==> config.mk <==
export PLATFORM = sky130hd
export DESIGN_NAME = iob_msg_rx_flat
export DESIGN_NICKNAME = d
export VERILOG_FILES = /design/src/rtl/iob_msg_rx_if.sv /design/src/rtl/iob_msg_rx.sv /design/src/flat_wrapper.sv
export SDC_FILE = /design/constraint.sdc
export NUM_CORES = 1
export LEC_CHECK = 0
export CAP_MARGIN = 20
export CORE_MARGIN = 2
export CORE_UTILIZATION = 24
export DETAILED_ROUTE_END_ITERATION = 16
export PLACE_DENSITY = 0.41
export SETUP_SLACK_MARGIN = 0.05
export SKIP_LAST_GASP = 1
export SLEW_MARGIN = 20
export SYNTH_ARGS = -nofsm -noshare
export SYNTH_HDL_FRONTEND = slang
export SYNTH_SLANG_ARGS = --single-unit
==> constraint.sdc <==
create_clock -name clk_sys -period 2.9 [get_ports clk_sys]
set_clock_uncertainty 0.2 [all_clocks]
set_input_delay 0.58 -clock clk_sys [delete_from_list [all_inputs] [get_ports clk_sys]]
set_output_delay 0.58 -clock clk_sys [all_outputs]
set_load 0.02 [all_outputs]
==> src/rtl/iob_msg_rx_if.sv <==
// Bundle of the UART-side and consumer-side signals of the receive message assembler.
// The master modport is the environment (UART + consumer); the slave modport is the assembler.
interface iob_msg_rx_if;
  logic [0:7]  uart_data;
  logic        uart_ready;
  logic        uart_busy;
  logic        reset;
  logic        cmd_ready;
  logic        busy;
  logic [0:7]  cmd;
  logic [0:7]  a1;
  logic [0:15] a2;
  logic [0:15] a3;
  logic        err;
  logic        ovf;

  modport master (
    output uart_data, uart_ready, uart_busy, reset,
    input  cmd_ready, busy, cmd, a1, a2, a3, err, ovf
  );

  modport slave (
    input  uart_data, uart_ready, uart_busy, reset,
    output cmd_ready, busy, cmd, a1, a2, a3, err, ovf
  );
endinterface

==> src/rtl/iob_msg_rx.sv <==
// Receive-side message assembler: synchronises the UART strobes into clk_sys, captures a
// command byte plus up to five argument bytes, and holds the message until the consumer clears it.
module iob_msg_rx #(
  parameter int unsigned TIMEOUT_CLK = 50000,
  parameter int unsigned SYNC_STAGES = 2
) (
  input  logic          clk_sys,
  input  logic          rst_n,
  iob_msg_rx_if.slave   bus
);

  localparam int unsigned CW = $clog2(TIMEOUT_CLK + 1);
  localparam logic [CW-1:0] TMAX = CW'(TIMEOUT_CLK);

  typedef enum logic [1:0] {
    IDLE,
    ARGS,
    DONE
  } state_e;

  state_e            state_q, state_d;
  logic [SYNC_STAGES-1:0] rdy_sync_q, rdy_sync_d;
  logic [SYNC_STAGES-1:0] bsy_sync_q, bsy_sync_d;
  logic              rdy_prev_q, rdy_prev_d;
  logic [0:7]        cmd_q, cmd_d;
  logic [0:7]        a1_q, a1_d;
  logic [0:15]       a2_q, a2_d;
  logic [0:15]       a3_q, a3_d;
  logic              cmd_ready_q, cmd_ready_d;
  logic              busy_q, busy_d;
  logic              err_q, err_d;
  logic              ovf_q, ovf_d;
  logic [2:0]        cnt_q, cnt_d;
  logic [CW-1:0]     tmo_q, tmo_d;

  logic              rdy_s;
  logic              bsy_s;
  logic              byte_ev;
  logic [2:0]        n_args;
  logic [2:0]        a2_start;
  logic [2:0]        a3_start;

  // Argument byte count carried by a command: a1 is one byte, a2 and a3 two bytes each.
  function automatic logic [2:0] arg_count(input logic [0:7] c);
    return {2'b00, c[1]} + {1'b0, c[2], 1'b0} + {1'b0, c[3], 1'b0};
  endfunction

  always_comb begin
    rdy_sync_d    = rdy_sync_q;
    bsy_sync_d    = bsy_sync_q;
    rdy_sync_d[0] = bus.uart_ready;
    bsy_sync_d[0] = bus.uart_busy;
    for (int unsigned i = 1; i < SYNC_STAGES; i++) begin
      rdy_sync_d[i] = rdy_sync_q[i-1];
      bsy_sync_d[i] = bsy_sync_q[i-1];
    end
  end

  assign rdy_s      = rdy_sync_q[SYNC_STAGES-1];
  assign bsy_s      = bsy_sync_q[SYNC_STAGES-1];
  assign rdy_prev_d = rdy_s;
  assign byte_ev    = rdy_s & ~rdy_prev_q;

  assign n_args   = arg_count(cmd_q);
  assign a2_start = {2'b00, cmd_q[1]};
  assign a3_start = a2_start + {1'b0, cmd_q[2], 1'b0};

  always_comb begin
    state_d     = state_q;
    cmd_d       = cmd_q;
    a1_d        = a1_q;
    a2_d        = a2_q;
    a3_d        = a3_q;
    cmd_ready_d = cmd_ready_q;
    busy_d      = busy_q;
    err_d       = 1'b0;
    ovf_d       = ovf_q;
    cnt_d       = cnt_q;
    tmo_d       = tmo_q;

    // Consumer clear takes priority over any byte seen in the same cycle, in every state.
    if (bus.reset) begin
      state_d     = IDLE;
      cmd_ready_d = 1'b0;
      busy_d      = 1'b0;
      ovf_d       = 1'b0;
      cnt_d       = '0;
      tmo_d       = '0;
    end else begin
      case (state_q)
        IDLE: begin
          if (byte_ev) begin
            cmd_d       = bus.uart_data;
            a1_d        = '0;
            a2_d        = '0;
            a3_d        = '0;
            cmd_ready_d = 1'b1;
            cnt_d       = '0;
            tmo_d       = '0;
            if (arg_count(bus.uart_data) == 3'd0) begin
              state_d = DONE;
              busy_d  = 1'b0;
            end else begin
              state_d = ARGS;
              busy_d  = 1'b1;
            end
          end
        end

        ARGS: begin
          if (byte_ev) begin
            // Slot is chosen from the byte index and the presence bits; absent slots are skipped.
            if (cmd_q[1] && cnt_q == 3'd0) begin
              a1_d = bus.uart_data;
            end else if (cmd_q[2] && cnt_q == a2_start) begin
              a2_d[0:7] = bus.uart_data;
            end else if (cmd_q[2] && cnt_q == a2_start + 3'd1) begin
              a2_d[8:15] = bus.uart_data;
            end else if (cnt_q == a3_start) begin
              a3_d[0:7] = bus.uart_data;
            end else begin
              a3_d[8:15] = bus.uart_data;
            end
            cnt_d = cnt_q + 3'd1;
            tmo_d = '0;
            if (cnt_q + 3'd1 == n_args) begin
              state_d = DONE;
              busy_d  = 1'b0;
            end
          end else if (bsy_s) begin
            tmo_d = '0;
          end else if (tmo_q == TMAX) begin
            state_d     = IDLE;
            err_d       = 1'b1;
            cmd_ready_d = 1'b0;
            busy_d      = 1'b0;
            cmd_d       = '0;
            a1_d        = '0;
            a2_d        = '0;
            a3_d        = '0;
            cnt_d       = '0;
            tmo_d       = '0;
          end else begin
            tmo_d = tmo_q + CW'(1);
          end
        end

        DONE: begin
          if (byte_ev) begin
            ovf_d = 1'b1;
          end
        end

        default: begin
          state_d = IDLE;
        end
      endcase
    end
  end

  always_ff @(posedge clk_sys or negedge rst_n) begin
    if (!rst_n) begin
      state_q     <= IDLE;
      rdy_sync_q  <= '0;
      bsy_sync_q  <= '0;
      rdy_prev_q  <= 1'b0;
      cmd_q       <= '0;
      a1_q        <= '0;
      a2_q        <= '0;
      a3_q        <= '0;
      cmd_ready_q <= 1'b0;
      busy_q      <= 1'b0;
      err_q       <= 1'b0;
      ovf_q       <= 1'b0;
      cnt_q       <= '0;
      tmo_q       <= '0;
    end else begin
      state_q     <= state_d;
      rdy_sync_q  <= rdy_sync_d;
      bsy_sync_q  <= bsy_sync_d;
      rdy_prev_q  <= rdy_prev_d;
      cmd_q       <= cmd_d;
      a1_q        <= a1_d;
      a2_q        <= a2_d;
      a3_q        <= a3_d;
      cmd_ready_q <= cmd_ready_d;
      busy_q      <= busy_d;
      err_q       <= err_d;
      ovf_q       <= ovf_d;
      cnt_q       <= cnt_d;
      tmo_q       <= tmo_d;
    end
  end

  assign bus.cmd_ready = cmd_ready_q;
  assign bus.busy      = busy_q;
  assign bus.cmd       = cmd_q;
  assign bus.a1        = a1_q;
  assign bus.a2        = a2_q;
  assign bus.a3        = a3_q;
  assign bus.err       = err_q;
  assign bus.ovf       = ovf_q;

endmodule
==> src/flat_wrapper.sv <==
// flat-port wrapper written by rule: the top's interface ports become plain ports
module iob_msg_rx_flat 
#(
  parameter int unsigned TIMEOUT_CLK = 50000,
  parameter int unsigned SYNC_STAGES = 2
)
  (clk_sys, rst_n, bus_uart_data, bus_uart_ready, bus_uart_busy, bus_reset, bus_cmd_ready, bus_busy, bus_cmd, bus_a1, bus_a2, bus_a3, bus_err, bus_ovf);
  iob_msg_rx_if bus_i ();
  input  logic clk_sys;
  input  logic rst_n;
  input wire logic [$bits(bus_i.uart_data)-1:0] bus_uart_data;
  input wire logic [$bits(bus_i.uart_ready)-1:0] bus_uart_ready;
  input wire logic [$bits(bus_i.uart_busy)-1:0] bus_uart_busy;
  input wire logic [$bits(bus_i.reset)-1:0] bus_reset;
  output wire logic [$bits(bus_i.cmd_ready)-1:0] bus_cmd_ready;
  output wire logic [$bits(bus_i.busy)-1:0] bus_busy;
  output wire logic [$bits(bus_i.cmd)-1:0] bus_cmd;
  output wire logic [$bits(bus_i.a1)-1:0] bus_a1;
  output wire logic [$bits(bus_i.a2)-1:0] bus_a2;
  output wire logic [$bits(bus_i.a3)-1:0] bus_a3;
  output wire logic [$bits(bus_i.err)-1:0] bus_err;
  output wire logic [$bits(bus_i.ovf)-1:0] bus_ovf;
  assign bus_i.uart_data = bus_uart_data;
  assign bus_i.uart_ready = bus_uart_ready;
  assign bus_i.uart_busy = bus_uart_busy;
  assign bus_i.reset = bus_reset;
  assign bus_cmd_ready = bus_i.cmd_ready;
  assign bus_busy = bus_i.busy;
  assign bus_cmd = bus_i.cmd;
  assign bus_a1 = bus_i.a1;
  assign bus_a2 = bus_i.a2;
  assign bus_a3 = bus_i.a3;
  assign bus_err = bus_i.err;
  assign bus_ovf = bus_i.ovf;
  iob_msg_rx #(.TIMEOUT_CLK(TIMEOUT_CLK), .SYNC_STAGES(SYNC_STAGES)) u_core (.clk_sys(clk_sys), .rst_n(rst_n), .bus(bus_i));
endmodule
After elaboration in Yosys (flattened, before gate mapping):

Index checks and enable logic that the tools add are counted.

* $add $sub $neg: 7
* equal/unequal tests: 29
* bitwise logic cells: 3
* multiplexer cells: 63
* reduce and logical (&&, ||, !) cells: 22

Operators with widths (number)
* 2-to-1 mux 16 bit: 13
* 2-to-1 mux 8 bit: 12
* case mux 16 bit (2 select lines): 3
* != test 3 bit (second input constant): 11
* case mux 8 bit (2 select lines): 2
* AND reduction 9 bit: 2
* 2-to-1 mux 1 bit: 17
* adder 16 x 1 -> 16 bit (second input constant): 1
* == test 16 bit (second input constant): 1
* 2-to-1 mux 3 bit: 5
* AND reduction 5 bit: 3
* 2-to-1 mux 2 bit: 7
* AND reduction 6 bit: 2
* == test 3 bit: 3
* != test 4 bit (second input constant): 2
* AND reduction 8 bit: 1
* AND reduction 7 bit: 1
* adder 1 x 2 -> 3 bit: 2
* adder 3 x 2 -> 3 bit: 2
* zero test 3 bit: 2
* != test 2 bit (second input constant): 3
* != test 3 x 2 -> 1 bit (second input constant): 2
* case mux 2 bit (3 select lines): 1
* case mux 3 bit (2 select lines): 1
* other kinds (17): 25

* logic and storage cells: 140
* output and inout bits: 52
* register bits after elaboration: 78
* bits of input ports: 13

Depth between registers and ports, before layout:

Gate-level depths: netlist of the first run.

* word-level depth: 8
* depth in mapped cells: 8
* gate-level depth less buffers: 7

Least setup slack after synthesis of the first run:

No wires, ideal clock.

* path type: register to register
* from: register u_core.tmo_q[7]
* to: register u_core.a3_q, in the netlist u_core.bus.a3[0]
* stages on the path, launching flop included: 8
* path slack: 0.093 ns
* path buffers: 2
* required time: 2.575 ns
* period minus slack after synthesis: 2.807 ns
* library setup time: 0.125 ns
* data arrival time: 2.482 ns
* path through: dfrtp_1 buf_6 or4b_4 nor4_4 o211ai_4 or3_1 buf_6 mux2_4

* word-level cells in the longest chain between the ends: 3

Ends and longest elaborated chain
* start, declared: line iob_msg_rx.sv:34 `logic [CW-1:0] tmo_q, tmo_d;`
* start signal, assigned: line iob_msg_rx.sv:191 `tmo_q <= tmo_d;`
* == test 16 bit: line iob_msg_rx.sv:132 `end else if (tmo_q == TMAX) begin`
* != test 3 x 1 -> 1 bit (no source line)
* AND reduction 9 bit (no source line)
* end signal, assigned: line iob_msg_rx.sv:170 `a3_q <= '0;`
* end signal, assigned: line iob_msg_rx.sv:185 `a3_q <= a3_d;`
* end, declared: line iob_msg_rx.sv:28 `logic [0:15] a3_q, a3_d;`

Every way passes these cells.
A chain may end at the register's enable or synchronous reset.

Final worst setup path of the first run:

* from: register u_core.tmo_q[13]
* to: register u_core.a3_q, in the netlist u_core.bus.a3[0]

Same word-level chain as after synthesis.

==> results of run 1 <==
flip-flops by register name (all words and copies together) (netlist names):
register,flops
u_core.bus.a2,16
u_core.tmo_q,16
u_core.rdy_prev_q,1
u_core.cnt_q,3
u_core.bus.cmd_ready,1
u_core.bus.cmd,8
u_core.bus.a3,16
u_core.bus.busy,1
u_core.state_q,2
u_core.bsy_sync_q,2
u_core.rdy_sync_q,2
u_core.bus.ovf,1
u_core.bus.err,1
u_core.bus.a1,8
cells by family after synthesis:
family,Yosys count,share of synthesized area
simple gates,108,0.165
flops,78,0.506
compound gates,56,0.0921
mux,54,0.161
buf+inv,25,0.0402
xor+xnor,7,0.0159
fa+ha+maj,6,0.0194
final cells by class:
class / count / area (µm²)
Tap cell: 216 / 270
Timing Repair Buffer: 97 / 948
Clock inverter: 7 / 57.6
Multi-Input combinational cell: 231 / 1760
Inverter: 9 / 33.8
Clock buffer: 9 / 225
Fill cell: 1591 / 10600
Sequential cell: 78 / 1950
cells in the final DEF (no fill, tap or decap), types with 12 or more instances in the layout:
| cell type | n |
|---|---|
| sky130_fd_sc_hd__nor2_1 | 17 |
| sky130_fd_sc_hd__a21oi_1 | 13 |
| sky130_fd_sc_hd__mux2_2 | 34 |
| sky130_fd_sc_hd__mux2i_1 | 12 |
| sky130_fd_sc_hd__clkdlybuf4s50_1 | 63 |
| sky130_fd_sc_hd__dfrtp_1 | 78 |
| sky130_fd_sc_hd__buf_4 | 29 |
| sky130_fd_sc_hd__nand2_1 | 27 |
| sky130_fd_sc_hd__o21ai_0 | 17 |
cells in the mapped netlist (3+ instances only):
master | number | area, µm²
sky130_fd_sc_hd__inv_1 | 9 | 33.8
sky130_fd_sc_hd__nand2b_1 | 3 | 18.8
sky130_fd_sc_hd__mux2_2 | 34 | 383
sky130_fd_sc_hd__xnor2_1 | 3 | 26.3
sky130_fd_sc_hd__a31oi_1 | 3 | 18.8
sky130_fd_sc_hd__and2_2 | 8 | 60.1
sky130_fd_sc_hd__nand4_1 | 6 | 37.5
sky130_fd_sc_hd__o21ai_0 | 17 | 85.1
sky130_fd_sc_hd__nand3_1 | 7 | 35.0
sky130_fd_sc_hd__nor3_1 | 7 | 35.0
sky130_fd_sc_hd__clkbuf_1 | 7 | 26.3
sky130_fd_sc_hd__dfrtp_1 | 78 | 1950
sky130_fd_sc_hd__buf_6 | 4 | 45.0
sky130_fd_sc_hd__nand3b_1 | 5 | 37.5
sky130_fd_sc_hd__nand2_1 | 27 | 101
sky130_fd_sc_hd__nor4_1 | 7 | 43.8
sky130_fd_sc_hd__mux2_4 | 8 | 120
sky130_fd_sc_hd__a21oi_1 | 13 | 65.1
sky130_fd_sc_hd__mux2i_1 | 12 | 120
sky130_fd_sc_hd__ha_1 | 6 | 75.1
sky130_fd_sc_hd__xor2_1 | 4 | 35.0
sky130_fd_sc_hd__nor2_1 | 17 | 63.8
sky130_fd_sc_hd__o22ai_1 | 8 | 50.1
power by group through the flow:
stage	clock, µW	sequential (µW)	combinational [µW]
floorplan	0	1300	258
global placement	0	1260	574
detailed placement	0	1260	577
CTS	1120	1240	579
global route	1170	1250	628
finish	1080	1240	573
metal layers:
metal | vias up | global-route usage
met5 | - | 0
met4 | 0 | 0.0563
met3 | 12 | 0.0273
met2 | 59 | 0.182
met1 | 1414 | 0.190
li1 | 1400 | -
worst max path at each step:
stage	start	end	slack [ns]	depth (start not counted)
2_1_floorplan	u_core.tmo_q[7]	u_core.bus.a3[0]	0.09	7
3_3_place_gp	u_core.tmo_q[13]	u_core.bus.a3[1]	0.25	6
3_5_place_dp	u_core.tmo_q[13]	u_core.bus.a2[15]	0.22	7
4_1_cts	u_core.tmo_q[13]	u_core.bus.a3[0]	0.21	6
5_1_grt	u_core.tmo_q[13]	u_core.bus.a3[10]	0.13	7
6_report	u_core.tmo_q[13]	u_core.bus.a3[0]	0.21	6
critical path, cell delays in order, from the launching register on:
cell and delay [ns]:
sky130_fd_sc_hd__dfrtp_1 0.41, sky130_fd_sc_hd__or4b_2 0.71, sky130_fd_sc_hd__nor4_4 0.25, sky130_fd_sc_hd__o211ai_4 0.11, sky130_fd_sc_hd__or3_1 0.38, sky130_fd_sc_hd__buf_4 0.20, sky130_fd_sc_hd__mux2_4 0.30
through the flow:
stage	hold WS (ns)	setup WS [ns]	area (µm²)	power, µW	utilization
2_1_floorplan	0.0844	0.0926	3860	1550	-
3_3_place_gp	0.136	0.250	4960	1830	0.314
3_5_place_dp	0.135	0.219	4960	1840	0.314
4_1_cts	0.0382	0.209	5250	2940	0.331
5_1_grt	0.0602	0.133	5250	3050	0.331
6_report	0.0224	0.209	5250	2890	0.331
==> metrics.txt, run 1 <==
# TYPE chip_impl_metric gauge
chip_impl_metric{name="peak_fanout_along_the_critical_path",unit=""} 8
chip_impl_metric{name="synthArstFlopShare",unit=""} 1.00
chip_impl_metric{name="drtPass1Iterations",unit=""} 4
chip_impl_metric{name="grt_pass1_vias",unit=""} 2908
chip_impl_metric{name="nets",unit=""} 445
chip_impl_metric{name="vdd.ir_drop.worst",unit="V"} 0.000286
chip_impl_metric{name="max_freq",unit="MHz"} 372
chip_impl_metric{name="share_clk_of_total_power",unit=""} 0.373
chip_impl_metric{name="die-height",unit="µm"} 131
chip_impl_metric{name="io_pins",unit=""} 65
chip_impl_metric{name="overall_track_demand_over_capacity_in_global_routing",unit=""} 0.129
chip_impl_info{name="start_kind",value="flop"} 1
chip_impl_metric{name="via_per_inst",unit=""} 4.46
chip_impl_info{name="timing.rr.end",value="u_core.bus.a3[0]"} 1
chip_impl_metric{name="drc",unit=""} 0
chip_impl_metric{name="gp_routability_congestion",unit=""} 0.762
chip_impl_metric{name="depth_of_the_most_critical_reg_to_reg_path",unit=""} 6
chip_impl_metric{name="netlist-cell-type-count",unit=""} 54
chip_impl_metric{name="dieArea",unit="µm²"} 17100
chip_impl_metric{name="setup_tns",unit="ns"} 0
chip_impl_info{name="outcome",value="complete, no violations"} 1
chip_impl_metric{name="largest_net_degree_at_the_start_of_global_routing",unit=""} 41
chip_impl_metric{name="yosys_register_bits",unit=""} 78
chip_impl_metric{name="syn_nets",unit=""} 353
chip_impl_metric{name="tightestPinTransition",unit="ns"} 0.553
chip_impl_metric{name="start_util",unit=""} 0.244
chip_impl_metric{name="drive_above_1_share",unit=""} 0.265
chip_impl_info{name="worst_r2r_startpoint",value="u_core.tmo_q[13]"} 1
chip_impl_metric{name="p_sw_frac",unit=""} 0.301
chip_impl_metric{name="num_antenna_cells",unit=""} 0
chip_impl_metric{name="tritoncts.num_buffers",unit=""} 9
chip_impl_info{name="synth_ff_type",value="sky130_fd_sc_hd__dfrtp_1"} 1
chip_impl_metric{name="number_of_antenna_violations_at_the_first_check_in_global_routing",unit=""} 0
chip_impl_metric{name="synth_sequential_area_ratio",unit=""} 0.506
chip_impl_metric{name="p_leak",unit="µW"} 0.00225
chip_impl_metric{name="clk_latency",unit="ns"} 0.34
chip_impl_metric{name="critical_path_required",unit="ns"} 2.92
chip_impl_metric{name="detail_route.iter0.violations",unit=""} 223
chip_impl_metric{name="finalCritPeriodShare",unit=""} 0.928
chip_impl_metric{name="grt_pass1_wl",unit="mm"} 16.6
chip_impl_metric{name="detailroute.via_count",unit=""} 2885
chip_impl_metric{name="cp.arrival",unit="ns"} 2.71
chip_impl_metric{name="pwr_density_cell",unit="nW/µm²"} 551
chip_impl_metric{name="total_number_of_placement_rows",unit=""} 46
chip_impl_metric{name="area_delta_synth_final",unit="%"} 35.9
chip_impl_metric{name="dr_wl_met2",unit="mm"} 4.41
chip_impl_metric{name="antenna_left",unit=""} 0
chip_impl_metric{name="cts.sink_count",unit=""} 78
chip_impl_metric{name="total_switching_power",unit="µW"} 870
chip_impl_metric{name="average_wire_per_standard_cell",unit="µm"} 15.9
chip_impl_metric{name="setup_viol",unit=""} 0
chip_impl_metric{name="synthesis.instances",unit=""} 334
chip_impl_info{name="worstSetupPathType",value="reg -> reg"} 1
chip_impl_metric{name="finalWirelength",unit="mm"} 10.3
chip_impl_metric{name="hold_violations",unit=""} 0
chip_impl_metric{name="core_area",unit="µm²"} 15800
chip_impl_metric{name="met3RoutedLength",unit="µm"} 415
chip_impl_info{name="crit_path_end_kind",value="flop"} 1
chip_impl_metric{name="fin_cells",unit=""} 647
chip_impl_metric{name="max-slew-margin-rel",unit=""} 0.631
chip_impl_metric{name="final.min_clock_period",unit="ns"} 2.69
chip_impl_info{name="highest-signal-layer",value="met4"} 1
chip_impl_metric{name="cts_htree_levels",unit=""} 3
chip_impl_metric{name="power.internal",unit="µW"} 2020
chip_impl_metric{name="timing.max_cap.violations",unit=""} 0
chip_impl_metric{name="m1WireLength",unit="mm"} 5.27
chip_impl_metric{name="dpl.hpwl",unit="mm"} 7.59
chip_impl_info{name="clockRootBuffer",value="sky130_fd_sc_hd__clkbuf_16"} 1
chip_impl_metric{name="port_buffers",unit=""} 64
chip_impl_metric{name="rrSetupSlack",unit="ns"} 0.21
chip_impl_info{name="rsz0062_at_grt",value="false"} 1
chip_impl_metric{name="power.share.combinational",unit=""} 0.198
chip_impl_metric{name="synth-edff-count",unit=""} 0
chip_impl_metric{name="die_w",unit="µm"} 131
chip_impl_metric{name="cts_hold_buf",unit=""} 0
chip_impl_metric{name="dp_cells",unit=""} 631
chip_impl_metric{name="finalMaxSlewViolations",unit=""} 0
chip_impl_metric{name="yosysWarnings",unit=""} 0
chip_impl_info{name="cts_tree",value="done"} 1
chip_impl_metric{name="buffers_inserted_by_post_cts_timing_repair",unit=""} 0
chip_impl_metric{name="synthesized_cell_area",unit="µm²"} 3860
chip_impl_info{name="min_delay_path_class",value="in -> async"} 1
chip_impl_metric{name="grt-ovfl-total",unit=""} 0
chip_impl_metric{name="synthesis.area_per_instance",unit="µm²"} 11.6
chip_impl_metric{name="clk_pin_slew",unit="ns"} 0.06
chip_impl_metric{name="post_cts_resize_count",unit=""} 0
chip_impl_metric{name="pwr-share-seq",unit=""} 0.429
chip_impl_metric{name="cts_buffer_depth",unit=""} 2
Note: power is estimated with default switching activity, not from simulation.
==> inputs of run 2 (changes only) <==
--- a/config.mk
+++ b/config.mk
@@ -9,6 +9,7 @@
 export CORE_MARGIN = 2
 export CORE_UTILIZATION = 24
 export DETAILED_ROUTE_END_ITERATION = 16
+export GPL_TIMING_DRIVEN = 0
 export PLACE_DENSITY = 0.41
 export SETUP_SLACK_MARGIN = 0.05
 export SKIP_LAST_GASP = 1
==> run 2 against run 1 <==
Power increased by 2.1%. Die area did not move. First-iteration DRC count is 30% lower. Count of clock-buffer cells in the layout is 1 higher. Sequential share of layout area is 0.32 points higher. Fmax fell by 1.5%. Register-to-register slack worse by 0.04 ns. Setup slack worse by 0.042 ns. Cell count shrank 1.7%. Routed wire length fell by 0.71%. Combinational power increased by 3%. Via count is 0.66% lower.
==> metrics.txt, run 2 (synthesis gave the netlist of run 1 again) <==
# TYPE chip_impl_metric gauge
chip_impl_info{name="outcome",value="complete, no violations"} 1
chip_impl_info{name="worst_r2r_startpoint",value="u_core.tmo_q[10]"} 1
chip_impl_info{name="worstSetupPathType",value="reg -> reg"} 1
chip_impl_info{name="most_repeated_library_cell_on_the_critical_path",value="sky130_fd_sc_hd__buf_12"} 1
chip_impl_info{name="layout_commonest_cell",value="sky130_fd_sc_hd__dfrtp_1"} 1
chip_impl_metric{name="io_pins",unit=""} 65
chip_impl_metric{name="largest_net_degree_at_the_start_of_global_routing",unit=""} 55
chip_impl_metric{name="worst_hold_slack",unit="ns"} 0.151
chip_impl_metric{name="final.min_clock_period",unit="ns"} 2.73
chip_impl_metric{name="fin_area",unit="µm²"} 5200
chip_impl_metric{name="area_delta_synth_final",unit="%"} 34.8
chip_impl_metric{name="worst-path-buf-inv",unit=""} 3
chip_impl_metric{name="critical_path_required",unit="ns"} 2.93
chip_impl_metric{name="overall_track_demand_over_capacity_in_global_routing",unit=""} 0.125
chip_impl_info{name="hold_path_startpoint",value="u_core.rdy_sync_q[0]"} 1
chip_impl_metric{name="dp_cells",unit=""} 614
chip_impl_info{name="start_kind",value="flop"} 1
chip_impl_metric{name="nets",unit=""} 434
chip_impl_metric{name="setup_viol",unit=""} 0
chip_impl_metric{name="drive_above_1_share",unit=""} 0.233
chip_impl_metric{name="delay_of_the_slowest_critical_path_stage",unit="ns"} 0.49
chip_impl_metric{name="finalWirelength",unit="mm"} 10.2
chip_impl_metric{name="timing.max_cap.violations",unit=""} 0
chip_impl_info{name="clockRootBuffer",value="sky130_fd_sc_hd__clkbuf_16"} 1
chip_impl_info{name="setup.worst_path.start",value="u_core.tmo_q[10]"} 1
chip_impl_metric{name="cts_htree_levels",unit=""} 3
chip_impl_metric{name="drc",unit=""} 0
chip_impl_metric{name="dpl.hpwl",unit="mm"} 7.23
chip_impl_metric{name="start_util",unit=""} 0.244
chip_impl_metric{name="p_leak",unit="µW"} 0.00218
chip_impl_metric{name="cts.sink_count",unit=""} 78
chip_impl_metric{name="dieArea",unit="µm²"} 17100
chip_impl_metric{name="die-height",unit="µm"} 131
chip_impl_metric{name="pwr_density_cell",unit="nW/µm²"} 567
chip_impl_metric{name="hold_violations",unit=""} 0
chip_impl_metric{name="post_dp_cell_area",unit="µm²"} 4790
chip_impl_info{name="cp_top_family",value="simple AND/OR/NAND/NOR gates"} 1
chip_impl_metric{name="clk_pin_slew",unit="ns"} 0.07
chip_impl_metric{name="multi_input_comb_area",unit="µm²"} 1780
chip_impl_metric{name="grt-ovfl-total",unit=""} 0
chip_impl_metric{name="setup_tns",unit="ns"} 0
chip_impl_metric{name="clk_latency",unit="ns"} 0.34
chip_impl_metric{name="seqCellArea",unit="µm²"} 1950
chip_impl_info{name="rsz0062_at_grt",value="false"} 1
chip_impl_metric{name="cp.arrival",unit="ns"} 2.76
chip_impl_metric{name="grt_pass1_vias",unit=""} 2918
chip_impl_metric{name="cts_buffer_depth",unit=""} 2
chip_impl_metric{name="antenna_left",unit=""} 0
chip_impl_info{name="layout_common_cells",value="77 x sky130_fd_sc_hd__dfrtp_1, 62 x sky130_fd_sc_hd__clkdlybuf4s50_1, 34 x sky130_fd_sc_hd__mux2_2"} 1
chip_impl_info{name="crit_path_end_kind",value="flop"} 1
chip_impl_metric{name="number_of_antenna_violations_at_the_first_check_in_global_routing",unit=""} 0
chip_impl_metric{name="fin_cells",unit=""} 636
chip_impl_metric{name="finalMaxSlewViolations",unit=""} 0
chip_impl_metric{name="peak_fanout_along_the_critical_path",unit=""} 9
chip_impl_metric{name="total_number_of_placement_rows",unit=""} 46
chip_impl_metric{name="max_freq",unit="MHz"} 366
chip_impl_info{name="cts_tree",value="done"} 1
chip_impl_metric{name="num_antenna_cells",unit=""} 0
chip_impl_metric{name="tritoncts.num_buffers",unit=""} 9
chip_impl_metric{name="detailroute.via_count",unit=""} 2866
chip_impl_info{name="min_delay_path_class",value="reg -> reg"} 1
chip_impl_metric{name="die_w",unit="µm"} 131
chip_impl_info{name="master_of_the_slowest_instance_on_the_critical_path",value="sky130_fd_sc_hd__or4b_4"} 1
chip_impl_metric{name="drtPass1Iterations",unit=""} 4
chip_impl_metric{name="port_buffers",unit=""} 63
chip_impl_metric{name="n_fill_cell",unit=""} 1615
chip_impl_metric{name="grt_pass1_wl",unit="mm"} 16.2
chip_impl_info{name="critical_path.cell_chain",value="buf_6 > or4b_4 > nor4_4 > o211ai_4 > buf_12 > nor3_4 > buf_12 > mux2_2"} 1
chip_impl_metric{name="average_wire_per_standard_cell",unit="µm"} 16.1
chip_impl_metric{name="via_per_inst",unit=""} 4.51
chip_impl_metric{name="detail_route.iter0.violations",unit=""} 156
chip_impl_metric{name="gp_routability_congestion",unit=""} 0.770
chip_impl_metric{name="tightestPinTransition",unit="ns"} 0.940
chip_impl_metric{name="vdd.ir_drop.worst",unit="V"} 0.000244
chip_impl_metric{name="core_area",unit="µm²"} 15800
chip_impl_metric{name="finalCritPeriodShare",unit=""} 0.942
chip_impl_metric{name="max-slew-margin-rel",unit=""} 0.369
==> run 2: cell count changes in the layout (fill, tap and decap cells not counted), moves of 2 or more <==
cell | before | now
sky130_fd_sc_hd__buf_4 | 29 | 4
sky130_fd_sc_hd__buf_12 | 5 | 3
sky130_fd_sc_hd__buf_6 | 0 | 4
sky130_fd_sc_hd__clkbuf_8 | 0 | 2
sky130_fd_sc_hd__clkbuf_1 | 0 | 7
==> run 2: final timing paths <==
kind / end / slack (ns) / cells after the start
setup reg to reg: u_core.bus.a3[11] / 0.17 / 8
max in group asynchronous: u_core.bus.a2[10] / 1.39 / 3
hold reg to reg: u_core.rdy_sync_q[1] / 0.15 / 0
setup / recovery: u_core.bus.a3[11] / 0.17 / 8
min in group asynchronous: u_core.tmo_q[6] / 0.50 / 2
hold / removal: u_core.rdy_sync_q[1] / 0.15 / 0
==> run 2: layout make-up <==
type / count / area share
Tap cell: 216 / 0.0519
Timing Repair Buffer: 70 / 0.142
Buffer: 16 / 0.0236
Sequential cell: 78 / 0.375
Multi-Input combinational cell: 231 / 0.343
Clock inverter: 6 / 0.0137
Inverter: 9 / 0.00649
Clock buffer: 10 / 0.0440
==> run 2: worst register-to-register path: stages (launching register included) <==
cell and delay, ns:
sky130_fd_sc_hd__dfrtp_1 0.37, sky130_fd_sc_hd__buf_6 0.13, sky130_fd_sc_hd__or4b_4 0.49, sky130_fd_sc_hd__nor4_4 0.40, sky130_fd_sc_hd__o211ai_4 0.16, sky130_fd_sc_hd__buf_12 0.17
sky130_fd_sc_hd__nor3_4 0.20, sky130_fd_sc_hd__buf_12 0.17, sky130_fd_sc_hd__mux2_2 0.34
==> run 2: timing repair <==
item	CTS	global route
hold buffers	1	0
setup endpoints to repair	40	26
hold endpoints to repair	24	0
buffers inserted	5	0
resized for setup	3	5
pin swaps	5	0
cloned	0	0
==> run 2: where the power goes <==
| group | switching, µW | total, µW | internal (µW) |
|---|---|---|---|
| Clock | 476 | 1150 | 673 |
| Combinational | 323 | 591 | 268 |
| Sequential | 54.6 | 1210 | 1160 |
| Total | 853 | 2950 | 2100 |
==> run 2: layer usage <==
metal	GRT usage	share of wire	up-vias
li1	-	-	1380
met1	0.182	0.50	1417
met2	0.182	0.45	62
met3	0.0314	0.037	7
met4	0.0375	0.0077	0
met5	0	0	-
==> run 2: per-stage QoR <==
step	utilization	power (µW)	worst slack (ns)
2_1_floorplan	-	1550	0.0926
3_3_place_gp	0.301	1800	-1.98
3_5_place_dp	0.303	1810	-0.301
4_1_cts	0.328	3000	0.0954
5_1_grt	0.329	3110	0.0640
6_report	0.329	2950	0.167
